[src/rtl/clint.sv]
// ============================================================================
// Module   : clint
// Purpose  : Core-local interruptor as a Wishbone slave, holding msip, the
//            free-running mtime counter and mtimecmp. Optional feature macro:
//            CLINT_PRESCALER_EN divides the mtime tick by PRESCALE.
// Revision : 1.0 - initial release
// ============================================================================
`default_nettype none

module clint #(
  parameter int DATA_SIZE = 32,
  parameter int PRESCALE  = 1
) (
  input  logic                   clock,
  input  logic                   reset,
  input  logic                   CYC_I,
  input  logic                   STB_I,
  input  logic                   WE_I,
  input  logic [DATA_SIZE/8-1:0] SEL_I,
  input  logic [15:0]            ADR_I,
  input  logic [DATA_SIZE-1:0]   DAT_I,
  output logic [DATA_SIZE-1:0]   DAT_O,
  output logic                   ACK_O,
  output logic [DATA_SIZE-1:0]   msip,
  output logic [63:0]            mtime,
  output logic [63:0]            mtimecmp
);

  typedef enum logic [0:0] {
    S_IDLE = 1'b0,
    S_ACK  = 1'b1
  } state_t;

  state_t r_state;

  logic        r_msip;
  logic [63:0] r_mtime;
  logic [63:0] r_mtimecmp;

  logic                 w_accept;
  logic                 w_wr;
  logic                 w_tick;
  logic                 w_hit_msip;
  logic                 w_hit_tim;
  logic [7:0]           w_be_cmp;
  logic [7:0]           w_be_tim;
  logic [63:0]          w_wdata;
  logic [DATA_SIZE-1:0] w_rdata;

  assign w_accept = (r_state == S_IDLE) & CYC_I & STB_I;
  assign w_wr     = w_accept & WE_I;

  // Address decode and per-byte enables, expressed on a 64-bit register view
  generate
    if (DATA_SIZE == 64) begin : g_dec64
      logic w_hit_cmp;
      logic w_unused_adr;

      assign w_hit_msip   = (ADR_I[15:3] == 13'h0000);
      assign w_hit_cmp    = (ADR_I[15:3] == 13'h0800);
      assign w_hit_tim    = (ADR_I[15:3] == 13'h17FF);
      assign w_unused_adr = ^ADR_I[2:0];

      assign w_wdata  = DAT_I;
      assign w_be_cmp = w_hit_cmp ? SEL_I : 8'h00;
      assign w_be_tim = w_hit_tim ? SEL_I : 8'h00;

      always_comb begin
        w_rdata = '0;
        if (w_hit_msip)     w_rdata = {63'd0, r_msip};
        else if (w_hit_cmp) w_rdata = r_mtimecmp;
        else if (w_hit_tim) w_rdata = r_mtime;
      end
    end else begin : g_dec32
      logic w_hit_cmp_lo;
      logic w_hit_cmp_hi;
      logic w_hit_tim_lo;
      logic w_hit_tim_hi;
      logic w_unused_adr;

      assign w_hit_msip   = (ADR_I[15:2] == 14'h0000);
      assign w_hit_cmp_lo = (ADR_I[15:2] == 14'h1000);
      assign w_hit_cmp_hi = (ADR_I[15:2] == 14'h1001);
      assign w_hit_tim_lo = (ADR_I[15:2] == 14'h2FFE);
      assign w_hit_tim_hi = (ADR_I[15:2] == 14'h2FFF);
      assign w_hit_tim    = w_hit_tim_lo | w_hit_tim_hi;
      assign w_unused_adr = ^ADR_I[1:0];

      // Replicate the word on both halves; the byte enables pick the target half
      assign w_wdata  = {DAT_I, DAT_I};
      assign w_be_cmp = w_hit_cmp_lo ? {4'h0, SEL_I} :
                        w_hit_cmp_hi ? {SEL_I, 4'h0} : 8'h00;
      assign w_be_tim = w_hit_tim_lo ? {4'h0, SEL_I} :
                        w_hit_tim_hi ? {SEL_I, 4'h0} : 8'h00;

      always_comb begin
        w_rdata = '0;
        if (w_hit_msip)        w_rdata = {31'd0, r_msip};
        else if (w_hit_cmp_lo) w_rdata = r_mtimecmp[31:0];
        else if (w_hit_cmp_hi) w_rdata = r_mtimecmp[63:32];
        else if (w_hit_tim_lo) w_rdata = r_mtime[31:0];
        else if (w_hit_tim_hi) w_rdata = r_mtime[63:32];
      end
    end
  endgenerate

`ifdef CLINT_PRESCALER_EN
  localparam int c_PW = (PRESCALE > 1) ? $clog2(PRESCALE) : 1;

  logic [c_PW-1:0] r_pcnt;

  assign w_tick = (r_pcnt == c_PW'(PRESCALE - 1));

  always_ff @(posedge clock) begin
    if (reset) begin
      r_pcnt <= '0;
    end else if (w_tick) begin
      r_pcnt <= '0;
    end else begin
      r_pcnt <= r_pcnt + c_PW'(1);
    end
  end
`else
  logic w_unused_prescale;

  assign w_tick            = 1'b1;
  assign w_unused_prescale = (PRESCALE != 0);
`endif

  always_ff @(posedge clock) begin
    if (reset) begin
      r_msip     <= 1'b0;
      r_mtime    <= '0;
      r_mtimecmp <= '1;
    end else begin
      if (w_wr && w_hit_msip && SEL_I[0]) begin
        r_msip <= DAT_I[0];
      end
      for (int i = 0; i < 8; i++) begin
        if (w_wr && w_be_cmp[i]) r_mtimecmp[i*8 +: 8] <= w_wdata[i*8 +: 8];
      end
      // An accepted mtime write suppresses the increment for that cycle
      if (w_wr && w_hit_tim) begin
        for (int i = 0; i < 8; i++) begin
          if (w_be_tim[i]) r_mtime[i*8 +: 8] <= w_wdata[i*8 +: 8];
        end
      end else if (w_tick) begin
        r_mtime <= r_mtime + 64'd1;
      end
    end
  end

  always_ff @(posedge clock) begin
    if (reset) begin
      r_state <= S_IDLE;
      ACK_O   <= 1'b0;
      DAT_O   <= '0;
    end else begin
      case (r_state)
        S_IDLE: begin
          if (CYC_I && STB_I) begin
            r_state <= S_ACK;
            ACK_O   <= 1'b1;
            DAT_O   <= WE_I ? '0 : w_rdata;
          end
        end
        default: begin
          r_state <= S_IDLE;
          ACK_O   <= 1'b0;
        end
      endcase
    end
  end

  assign msip     = {{(DATA_SIZE-1){1'b0}}, r_msip};
  assign mtime    = r_mtime;
  assign mtimecmp = r_mtimecmp;

endmodule

`default_nettype wire
[config.mk]
export PLATFORM = sky130hd
export DESIGN_NAME = clint
export DESIGN_NICKNAME = d
export VERILOG_FILES = /design/src/rtl/clint.sv
export SDC_FILE = /design/constraint.sdc
export NUM_CORES = 1
export LEC_CHECK = 0
export CORE_ASPECT_RATIO = 1.75
export CORE_MARGIN = 8
export CORE_UTILIZATION = 39
export CTS_CLUSTER_DIAMETER = 80
export CTS_CLUSTER_SIZE = 8
export DETAILED_ROUTE_END_ITERATION = 6
export HOLD_SLACK_MARGIN = 0.02
export PLACE_DENSITY = 0.68
export SLEW_MARGIN = 20
export SYNTH_ARGS = -nofsm -noshare
export SYNTH_HDL_FRONTEND = slang
export SYNTH_SLANG_ARGS = --single-unit
export TNS_END_PERCENT = 100
[constraint.sdc]
create_clock -name clock -period 7.28 [get_ports clock]
set_clock_uncertainty 0.05 [all_clocks]
set_input_delay 1.82 -clock clock [delete_from_list [all_inputs] [get_ports clock]]
set_output_delay 1.82 -clock clock [all_outputs]
set_load 0.05 [all_outputs]
---- Yosys cells after proc, flatten, opt, wreduce, memory -nomap -nowiden ----
Cells that the tools add are included.
word-level totals
  register bits ........................... 163
  input port bits ......................... 57
  output and inout port bits .............. 193
  word-level logic and storage cells ...... 73
cells by class
  add/subtract/negate cells ............... 1
  equal/unequal tests ..................... 12
  muxes and demuxes ....................... 20
  bitwise operators ....................... 5
  reduce and logical (&&, ||, !) cells .... 15
operators with widths
  kind                                                                      count
  32-bit two-way mux                                                        6
  8-bit two-way mux                                                         12
  64-bit by 1-bit adder with 64-bit output (second input constant)          1
  64-bit two-way mux                                                        1
  14-bit by 13-bit equality test with 1-bit output (second input constant)  2
  14-bit equality test (second input constant)                              2
  2-bit inequality test (second input constant)                             8
  14-bit zero test                                                          1
  1-bit logical AND                                                         12
  1-bit AND                                                                 3
  2-bit AND reduction                                                       1
  2-bit OR reduction                                                        1
  1-bit two-way mux                                                         1
  1-bit NOT                                                                 1
  1-bit OR                                                                  1

---- Longest topological paths before layout ----
Gate-level depths: netlist of the first run.
  depth after elaboration ................. 7
  depth in mapped cells ................... 9
  gate-level depth less buffers ........... 7

---- Worst setup path before layout of the first run ----
No wires, ideal clock.
  kind .................................... input to register
  start ................................... input port ADR_I[14]
  end ..................................... register r_mtime[52] (netlist: mtime[52])
  setup time .............................. 132 ps
  arrival time ............................ 3728 ps
  required time ........................... 7098 ps
  setup slack ............................. 3370 ps
  cell stages on the path ................. 9
  path buffers ............................ 3
  cell sequence ........................... nand4b_1 or4_1 clkbuf_1 nor2_2 clkbuf_1 buf_1 nor2_1 o21ai_0 a21oi_1
between the ends
  cells in the longest elaborated chain, start to end .. 4
  elaborated cells between the ends (all ways) .. 8
  those cells by class .................... 3 x eq/ne; 3 x mux; 1 x bitwise; 1 x reduce/logical
ends and longest elaborated chain
  element                                                                       line     RTL
  from (decl)                                                                   20       input logic [15:0] ADR_I,
  14-bit equality test (on tied branches)                                       85, 84
  8-bit two-way mux or 1-bit OR (tied branches)                                 94, 86
  8-bit two-way mux or 1-bit logical AND (tied branches)                        93, 143
  2-bit inequality test (no source line) or 64-bit two-way mux (tied branches)  --
  to (signal, indexed assignment)                                               145      if (w_be_tim[i]) r_mtime[i*8 +: 8] <= w_wdata[i*8 +: 8];
  to (signal assigned)                                                          148      r_mtime <= r_mtime + 64'd1;
  to (decl)                                                                     37       logic [63:0] r_mtime;
Several ways; a longest one is shown, not always the timed one.
A chain may end at the register's enable or synchronous reset.

---- Worst setup path after layout of the first run ----
  start ................................... input port ADR_I[14]
  end ..................................... register r_mtime[59] (netlist: mtime[59])
Same word-level chain as after synthesis.

==> results of run 1 <==
[worst paths after layout]
kind / startpoint / end / slack, ps / depth (start not counted)
hold reg to reg: r_state$_SDFF_PP0_ / ACK_O$_SDFFE_PP0P_ / 390 / 1
setup reg to reg: mtime[0]$_SDFFE_PP0P_ / mtime[46]$_SDFFE_PP0P_ / 4070 / 7
hold / removal: r_state$_SDFF_PP0_ / ACK_O$_SDFFE_PP0P_ / 390 / 1
setup / recovery: ADR_I[14] / mtime[59]$_SDFFE_PP0P_ / 2600 / 8
[metrics by stage]
step                instance area [um2]  total power, mW  instances  util [%]
floorplan                          8820             1.01       1190         -
global placement                  10900             1.06       1599      49.6
detailed placement                10900             1.06       1599      49.6
CTS                               11500             2.00       1629      52.3
global route                      11500             2.04       1629      52.3
finish                            11500             1.99       1629      52.3
[cells in the mapped netlist, drive strengths merged (5+ instances only)]
master,count,share of area (%)
nand3,48,2.8
a31oi,22,1.6
a2111oi,6,0.60
a211oi,18,1.6
inv,7,0.30
a311oi,8,0.80
and2,7,0.50
nand2,177,7.6
buf,40,3.3
nor3,61,3.7
xor2,6,0.60
mux2,6,0.78
a21oi,103,6.0
xnor2,5,0.50
and4,12,1.2
clkbuf,72,3.1
o21ai,87,5.0
nand3b,33,2.8
nor2,115,5.0
or4,7,0.66
dfxtp,163,37
nand4,29,2.3
o211ai,10,0.86
or3,10,0.78
a221oi,36,3.6
and3,8,0.57
nor4,15,1.2
[registers in the layout, indices dropped and copies added, names as in the netlist]
| name | cells |
|---|---|
| r_msip | 1 |
| ACK_O | 1 |
| DAT_O | 32 |
| r_state | 1 |
| mtime | 64 |
| mtimecmp | 64 |
[final cells by class]
cell class | count | area [um2] | area share [%]
multi-input combinational | 907 | 5010 | 43.5
inverter | 7 | 26.3 | 0.228
tap | 296 | 370 | 3.22
sequential | 163 | 3260 | 28.4
timing repair buffer | 226 | 2230 | 19.4
clock inverter | 10 | 159 | 1.38
clock buffer | 20 | 447 | 3.88
[power by group through the flow]
stage / combinational [mW] / sequential (mW) / clock (mW)
final: 0.143 / 0.897 / 0.948
after global routing: 0.149 / 0.897 / 0.997
after CTS: 0.141 / 0.897 / 0.961
after detailed placement: 0.141 / 0.917 / 0
after global placement: 0.140 / 0.917 / 0
after floorplan: 0.0850 / 0.922 / 0
[cells by family (layout without fill, tap and decap cells)]
kind of cell | count (synthesis) | after routing | synth area share, %
adders and majority gates | 1 | 1 | 0.144
and+or+nand+nor | 539 | 539 | 30.7
AOI/OAI and AO/OA | 317 | 317 | 22.8
other | 1 | 31 | 0.0431
buffers and inverters | 120 | 263 | 6.78
DFF | 163 | 163 | 37.5
muxes | 8 | 8 | 1.01
xor gates and xnor gates | 11 | 11 | 1.11
[layer usage]
metal  wire length, um  part of all wire (%)  track usage, %  vias to the layer above
li1                  -                     -               -                     4537
met1             12700                    37            25.8                     4565
met2             18000                    52            44.5                      476
met3              2480                   7.1            5.83                       98
met4              1490                   4.3            13.4                        0
met5                 0                     0               0                        -
[critical path, delay by kind of cell]
kind                   cells  cell delay (ps)
buffers and inverters      3             1000
AOI/OAI and AO/OA          1              380
and+or+nand+nor            4             1750
[cell usage in the layout, fill, tap and decap left out, types with 4 or more instances in the layout]
master and n:
a31oi_1 22, or3_1 9, a21oi_1 102, nand2_1 176, nand4_1 28, a311oi_1 8, nor3_1 58, xor2_1 6
and3_1 8, conb_1 31, o211ai_1 10, xnor2_1 5, nor4_1 12, bufinv_16 4, buf_4 11, or4_1 5
nor2_1 112, nand3_1 48, and4_1 10, a211oi_1 18, clkdlybuf4s50_1 214, and2_1 7, inv_1 7, nand3b_1 33
mux2_2 6, clkbuf_16 17, a221oi_1 36, dfxtp_1 163, o21ai_0 87, a2111oi_0 5
==> reports/results.ini, run 1 <==
[clock_network]
cts_resized = 0
insertion_delay_ps = 440
cts_sinks = 163
hold_buffers = 0
clock-root-buffer = clkbuf_16
htreeDepth = 4
clk_path_buf_depth = 2
cts.clk_slew.worst_paths_ps = 60
post_cts_buffers = 0
cts_tree = done
numCtsBuffers = 17

[drt]
drtAntennaViolNets = 0
wire_per_inst_um = 21.3
route.detailed.drc = 0
vias_per_cell = 5.94
drtIter0Drc = 819
drt_first_pass_iters = 7
vias = 9676
wl_um = 34700

[timing]
setup_viol = 0
setup_slack_ps = 2600
worst_pin_slew_ps = 1100
finalCritPeriodShare_pct = 64.3
fin_crit_ps = 4680
relSlewSlack_pct = 26.4
tns_ps = 0
slew_viol_final = 0
rsz0062_at_grt = no
hold_ws_ps = 390
hold_viol = 0
max_freq_mhz = 214

[yosys]
synth_edf_count = 0
synth.avg_cell_area_um2 = 7.51
async_reset_ff_share_pct = 0
postSynthCellCount = 1160
seq_area_frac_synth_pct = 37.5
ys_warn_count = 0
yosys_register_bits = 163
synth-main-ff-cell = dfxtp_1
synthesis.area_um2 = 8710
synth.distinct_cells = 69

[placed_design]
port-buffer-count = 216
dpl.hpwl_um = 25300
gp_congestion = 0.904
place_ws_ps = 2230

[cells_and_area]
areaGrowthSynthToFinish_pct = 32.1
nFillCells = 2221
drive_gt1_share_pct = 5.25
nNetsFinal = 1380
diodes = 0

[worst_setup_path]
cp-end-kind = flip-flop
crit_path_frequent_cell = or4_1
worstSetupStartpointType = input pin
cpMaxStageDelayCell = or4_1
critical_path_class = input pin to flip-flop
cpPeakStageDelay_ps = 790
crit_chain = clkdlybuf4s50_1, nand4b_1, or4_1, nor2_4, buf_4, or4_1, inv_1, a2111oi_0
cp.arrival_ps = 4950
required_ps = 7550
critPathMaxFanout = 41

[die]
row_count = 72
die_width_um = 129
die_h_um = 214
die_area_um2 = 27600
initial_utilization_pct = 39.6
io_pins = 250
core_um2 = 22000

[power]
p_seq_share_pct = 45.1
ir_drop_uv = 151
netSwitchingPower_mw = 0.476
p_clk_share_pct = 47.7
switching_share_pct = 24.0
p_leak_nw = 3.75
p_int_mw = 1.51
power.density_nw_per_um2 = 173
power_frac_comb_pct = 7.2

[grt]
grt-ovfl-total = 0
grt_max_degree = 99
antenna_found_initial = 0
grt_use_total_pct = 24.7
grt_pass1_wl_um = 52600
grt_pass1_vias = 9378

[min_path]
hold_path_class = flip-flop to flip-flop

[run_status]
status = finished, final reports clean

[job]
max_cap_viol_count = 0

Power figures use the tool's default switching activity.
==> inputs of run 2 (changes only) <==
Clock period 7.28 ns to 4.38 ns, I/O delays scaled along.
==> reports/results.ini, run 2 (synthesis results as in run 1) <==
[timing]
worst_pin_slew_ps = 908
fin_crit_ps = 3310
rsz0062_at_grt = no
finalCritPeriodShare_pct = 75.5
max_freq_mhz = 302
relSlewSlack_pct = 38.9
hold_viol = 0
setup_viol = 0
hold_ws_ps = 402
slew_viol_final = 0
tns_ps = 0

[drt]
vias = 9753
wl_um = 35200
wire_per_inst_um = 21.3
vias_per_cell = 5.90
drt_first_pass_iters = 6
route.detailed.drc = 0
drtAntennaViolNets = 0
drtIter0Drc = 811

[worst_setup_path]
cpPeakStageDelay_ps = 760
critical_path_class = input pin to flip-flop
required_ps = 4700
cp.depth = 8
r2r_cells = 7
cpMaxStageDelayCell = or4_1
cp.arrival_ps = 3630
cp-end-kind = flip-flop
critPathMaxFanout = 25
cp_top_family = simple AND/OR/NAND/NOR gates
crit_chain = clkdlybuf4s50_1, nand4b_1, or4_1, nor2_4, buf_4, nor4b_1, mux2_2, a21oi_1
worstSetupStartpointType = input pin
path_buf_inv = 2

[min_path]
hold_depth = 2
hold_path_class = flip-flop to flip-flop

[die]
die_h_um = 214
die_width_um = 129
initial_utilization_pct = 39.6
row_count = 72
die_area_um2 = 27600
io_pins = 250
core_um2 = 22000

[clock_network]
clk_path_buf_depth = 2
numCtsBuffers = 17
clock-root-buffer = clkbuf_16
cts_resized = 0
insertion_delay_ps = 440
cts_sinks = 163
cts_tree = done
cts.clk_slew.worst_paths_ps = 60
htreeDepth = 4
post_cts_buffers = 0
hold_buffers = 0

[cells_and_area]
seqCellArea_um2 = 3260
mostFrequentLayoutCell = clkdlybuf4s50_1
drive_gt1_share_pct = 7.01
nFillCells = 2210
mostFrequentLayoutCells = clkdlybuf4s50_1 (214), nand2_1 (176), dfxtp_1 (163)
nNetsFinal = 1402
multi_input_area_um2 = 5000
areaGrowthSynthToFinish_pct = 34.8
diodes = 0

[placed_design]
port-buffer-count = 216
dpl.hpwl_um = 26100
gp_congestion = 0.916

[power]
ir_drop_uv = 255
p_leak_nw = 3.89
power.density_nw_per_um2 = 293

[grt]
grt_max_degree = 74
grt_pass1_vias = 9590
grt-ovfl-total = 0
grt_use_total_pct = 25.3
antenna_found_initial = 0
grt_pass1_wl_um = 54000

[job]
max_cap_viol_count = 0

[run_status]
status = finished, final reports clean

## run 2: where the power goes
| group | switching [mW] | total, mW | internal (mW) |
|---|---|---|---|
| Combinational | 0.171 | 0.240 | 0.0691 |
| Sequential | 0.00518 | 1.49 | 1.48 |
| Clock | 0.649 | 1.71 | 1.06 |
| Total | 0.826 | 3.44 | 2.62 |
## run 2: layout make-up
type / count / share of cell area, %
Inverter: 7 / 0.224
Timing Repair Buffer: 248 / 20.5
Tap cell: 296 / 3.16
Multi-Input combinational cell: 907 / 42.6
Clock buffer: 17 / 3.63
Clock inverter: 14 / 2.00
Sequential cell: 163 / 27.8
## run 2: tightest hold or removal path, delay by kind of cell, from the launching register on
kind             cells  cell delay, ps
flip-flops           1             320
AO/OA/AOI/OAI        1              50
AND/OR/NAND/NOR      1              40
## run 2: worst paths after layout
check	to	start	slack (ps)
worst max register to register	mtime[46]$_SDFFE_PP0P_	mtime[6]$_SDFFE_PP0P_	1370
worst max-delay path	mtime[22]$_SDFFE_PP0P_	ADR_I[14]	1070
worst min register to register	DAT_O[20]$_SDFFE_PP0P_	DAT_O[20]$_SDFFE_PP0P_	400
worst min-delay path	DAT_O[20]$_SDFFE_PP0P_	DAT_O[20]$_SDFFE_PP0P_	400
## run 2: per-stage QoR
step                      setup slack, ps  utilization (%)  instance area [um2]  cells  power, mW
after floorplan                      1200                -                 8820   1190       1.67
after global placement                652             50.3                11100   1620       1.76
after detailed placement              569             50.4                11100   1621       1.76
after CTS                            1020             53.4                11700   1652       3.46
after global routing                  927             53.4                11700   1652       3.53
final                                1070             53.4                11700   1652       3.44
## run 2: per-layer routing
metal	vias up	track usage [%]	wire length, um
met5	-	0	0
met4	0	14.5	1520
met3	95	5.35	2570
met2	474	45.7	18300
met1	4601	26.5	12800
li1	4583	-	-
==> inputs of run 3 (changes only) <==
Clock period 4.38 ns to 3.1 ns, I/O delays scaled along.
==> reports/results.ini, run 3 (synthesis results as in run 1) <==
[run_status]
status = finished, final reports clean

[timing]
finalCritPeriodShare_pct = 95.3
fin_crit_ps = 2960
max_freq_mhz = 338
worst_pin_slew_ps = 926
hold_viol = 0
rsz0062_at_grt = no
relSlewSlack_pct = 38.3
slew_viol_final = 0
setup_viol = 0
hold_ws_ps = 387

[cells_and_area]
finalInstanceArea_um2 = 12200
mostFrequentLayoutCell = clkdlybuf4s50_1
drive_gt1_share_pct = 10.6
areaGrowthSynthToFinish_pct = 39.8
nFillCells = 2140
mostFrequentLayoutCells = clkdlybuf4s50_1 (214), nand2_1 (176), dfxtp_1 (163)
multi_input_area_um2 = 5000
fin_util_pct = 55.4
nNetsFinal = 1457
diodes = 0
fin_cells = 1708
seqCellArea_um2 = 3260

[clock_network]
insertion_delay_ps = 450
clk_path_buf_depth = 2
htreeDepth = 4
cts.clk_slew.worst_paths_ps = 70
cts_sinks = 163
hold_buffers = 0
cts_resized = 0
post_cts_buffers = 0
clock-root-buffer = clkbuf_16
cts_tree = done
numCtsBuffers = 17

[drt]
route.detailed.drc = 0
vias = 9975
drtIter0Drc = 794
wl_um = 35700
vias_per_cell = 5.84
drtAntennaViolNets = 0
wire_per_inst_um = 20.9
drt_first_pass_iters = 5

[worst_setup_path]
reg2reg_from = mtime[8]$_SDFFE_PP0P_
cp.depth = 8
worstSetupStartpointType = input pin
r2r_end = mtime[28]$_SDFFE_PP0P_
cpPeakStageDelay_ps = 700
critPathMaxFanout = 12
cp.arrival_ps = 3200
crit_chain = clkdlybuf4s50_1, buf_4, nand4_1, or4_1, nor2_4, buf_4, nor3_1, a2111oi_0
critical_path_class = input pin to flip-flop
cp_top_family = simple AND/OR/NAND/NOR gates
r2r_setup_slack_ps = 290
crit_end = mtime[18]$_SDFFE_PP0P_
required_ps = 3350
crit_path_frequent_cell = buf_4
path_buf_inv = 3
r2r_cells = 6
startpoint = ADR_I[4]
cp-end-kind = flip-flop
cpMaxStageDelayCell = or4_1

[die]
die_area_um2 = 27600
die_h_um = 214
initial_utilization_pct = 39.6
io_pins = 250
die_width_um = 129
row_count = 72
core_um2 = 22000

[placed_design]
port-buffer-count = 216
dpl.hpwl_um = 26600
place_area_um2 = 11600
gp_congestion = 0.930
place_inst = 1676

[power]
finalPower_mw = 4.60
netSwitchingPower_mw = 1.16
power_frac_comb_pct = 7.7
switching_share_pct = 25.3
p_seq_share_pct = 45.7
p_leak_nw = 4.17
power.density_nw_per_um2 = 378
p_clk_share_pct = 46.6
p_int_mw = 3.44
ir_drop_uv = 307

[min_path]
hold_depth = 1
hold_path_class = flip-flop to flip-flop

[grt]
grt-ovfl-total = 0
antenna_found_initial = 0
grt_max_degree = 166
grt_pass1_vias = 9981
grt_use_total_pct = 25.8
grt_pass1_wl_um = 55500

[job]
max_cap_viol_count = 0

-- run 3: worst min path at each step --
stage | slack [ps] | start | end
after floorplan | 360 | r_state$_SDFF_PP0_ | ACK_O$_SDFFE_PP0P_
after global placement | 370 | r_state$_SDFF_PP0_ | ACK_O$_SDFFE_PP0P_
after detailed placement | 380 | r_state$_SDFF_PP0_ | ACK_O$_SDFFE_PP0P_
after CTS | 390 | r_state$_SDFF_PP0_ | ACK_O$_SDFFE_PP0P_
after global routing | 410 | r_state$_SDFF_PP0_ | ACK_O$_SDFFE_PP0P_
final | 390 | r_state$_SDFF_PP0_ | ACK_O$_SDFFE_PP0P_
-- run 3: metal layers --
| layer | part of all wire, % | vias up | routed length [um] | global-route usage (%) |
|---|---|---|---|---|
| met5 | 0 | - | 0 | 0 |
| met4 | 4.3 | 0 | 1520 | 14.0 |
| li1 | - | 4691 | - | - |
| met1 | 37 | 4770 | 13100 | 27.2 |
| met2 | 53 | 412 | 18800 | 47.0 |
| met3 | 6.2 | 102 | 2200 | 5.05 |
-- run 3: worst register-to-register path: stages (launching register included) --
cell and delay (ps):
dfxtp_1 510, nand4_4 200, or4_4 600, or4b_1 690, or3_4 410, a2bb2oi_2 140, a21oi_2 130
-- run 3: power groups by stage --
stage / Sequential (mW) / Combinational (mW) / Clock [mW]
after floorplan: 2.16 / 0.200 / 0
after CTS: 2.10 / 0.350 / 2.16
after global placement: 2.15 / 0.347 / 0
after global routing: 2.10 / 0.371 / 2.23
final: 2.10 / 0.354 / 2.14
after detailed placement: 2.15 / 0.348 / 0
-- run 3: final cells by class --
class,count,share of cell area (%)
clock buffers,20,3.75
inverters,7,0.216
clock inverters,12,1.09
multi-input cells,907,41.1
well taps,296,3.04
repair buffers,303,24.0
flip-flops and latches,163,26.8
-- run 3: through the flow --
step                      setup TNS (ps)  setup slack, ps
after floorplan                        0              182
after global placement             -7180             -185
after detailed placement           -5680             -189
after CTS                              0              257
after global routing                   0              119
final                                  0              144
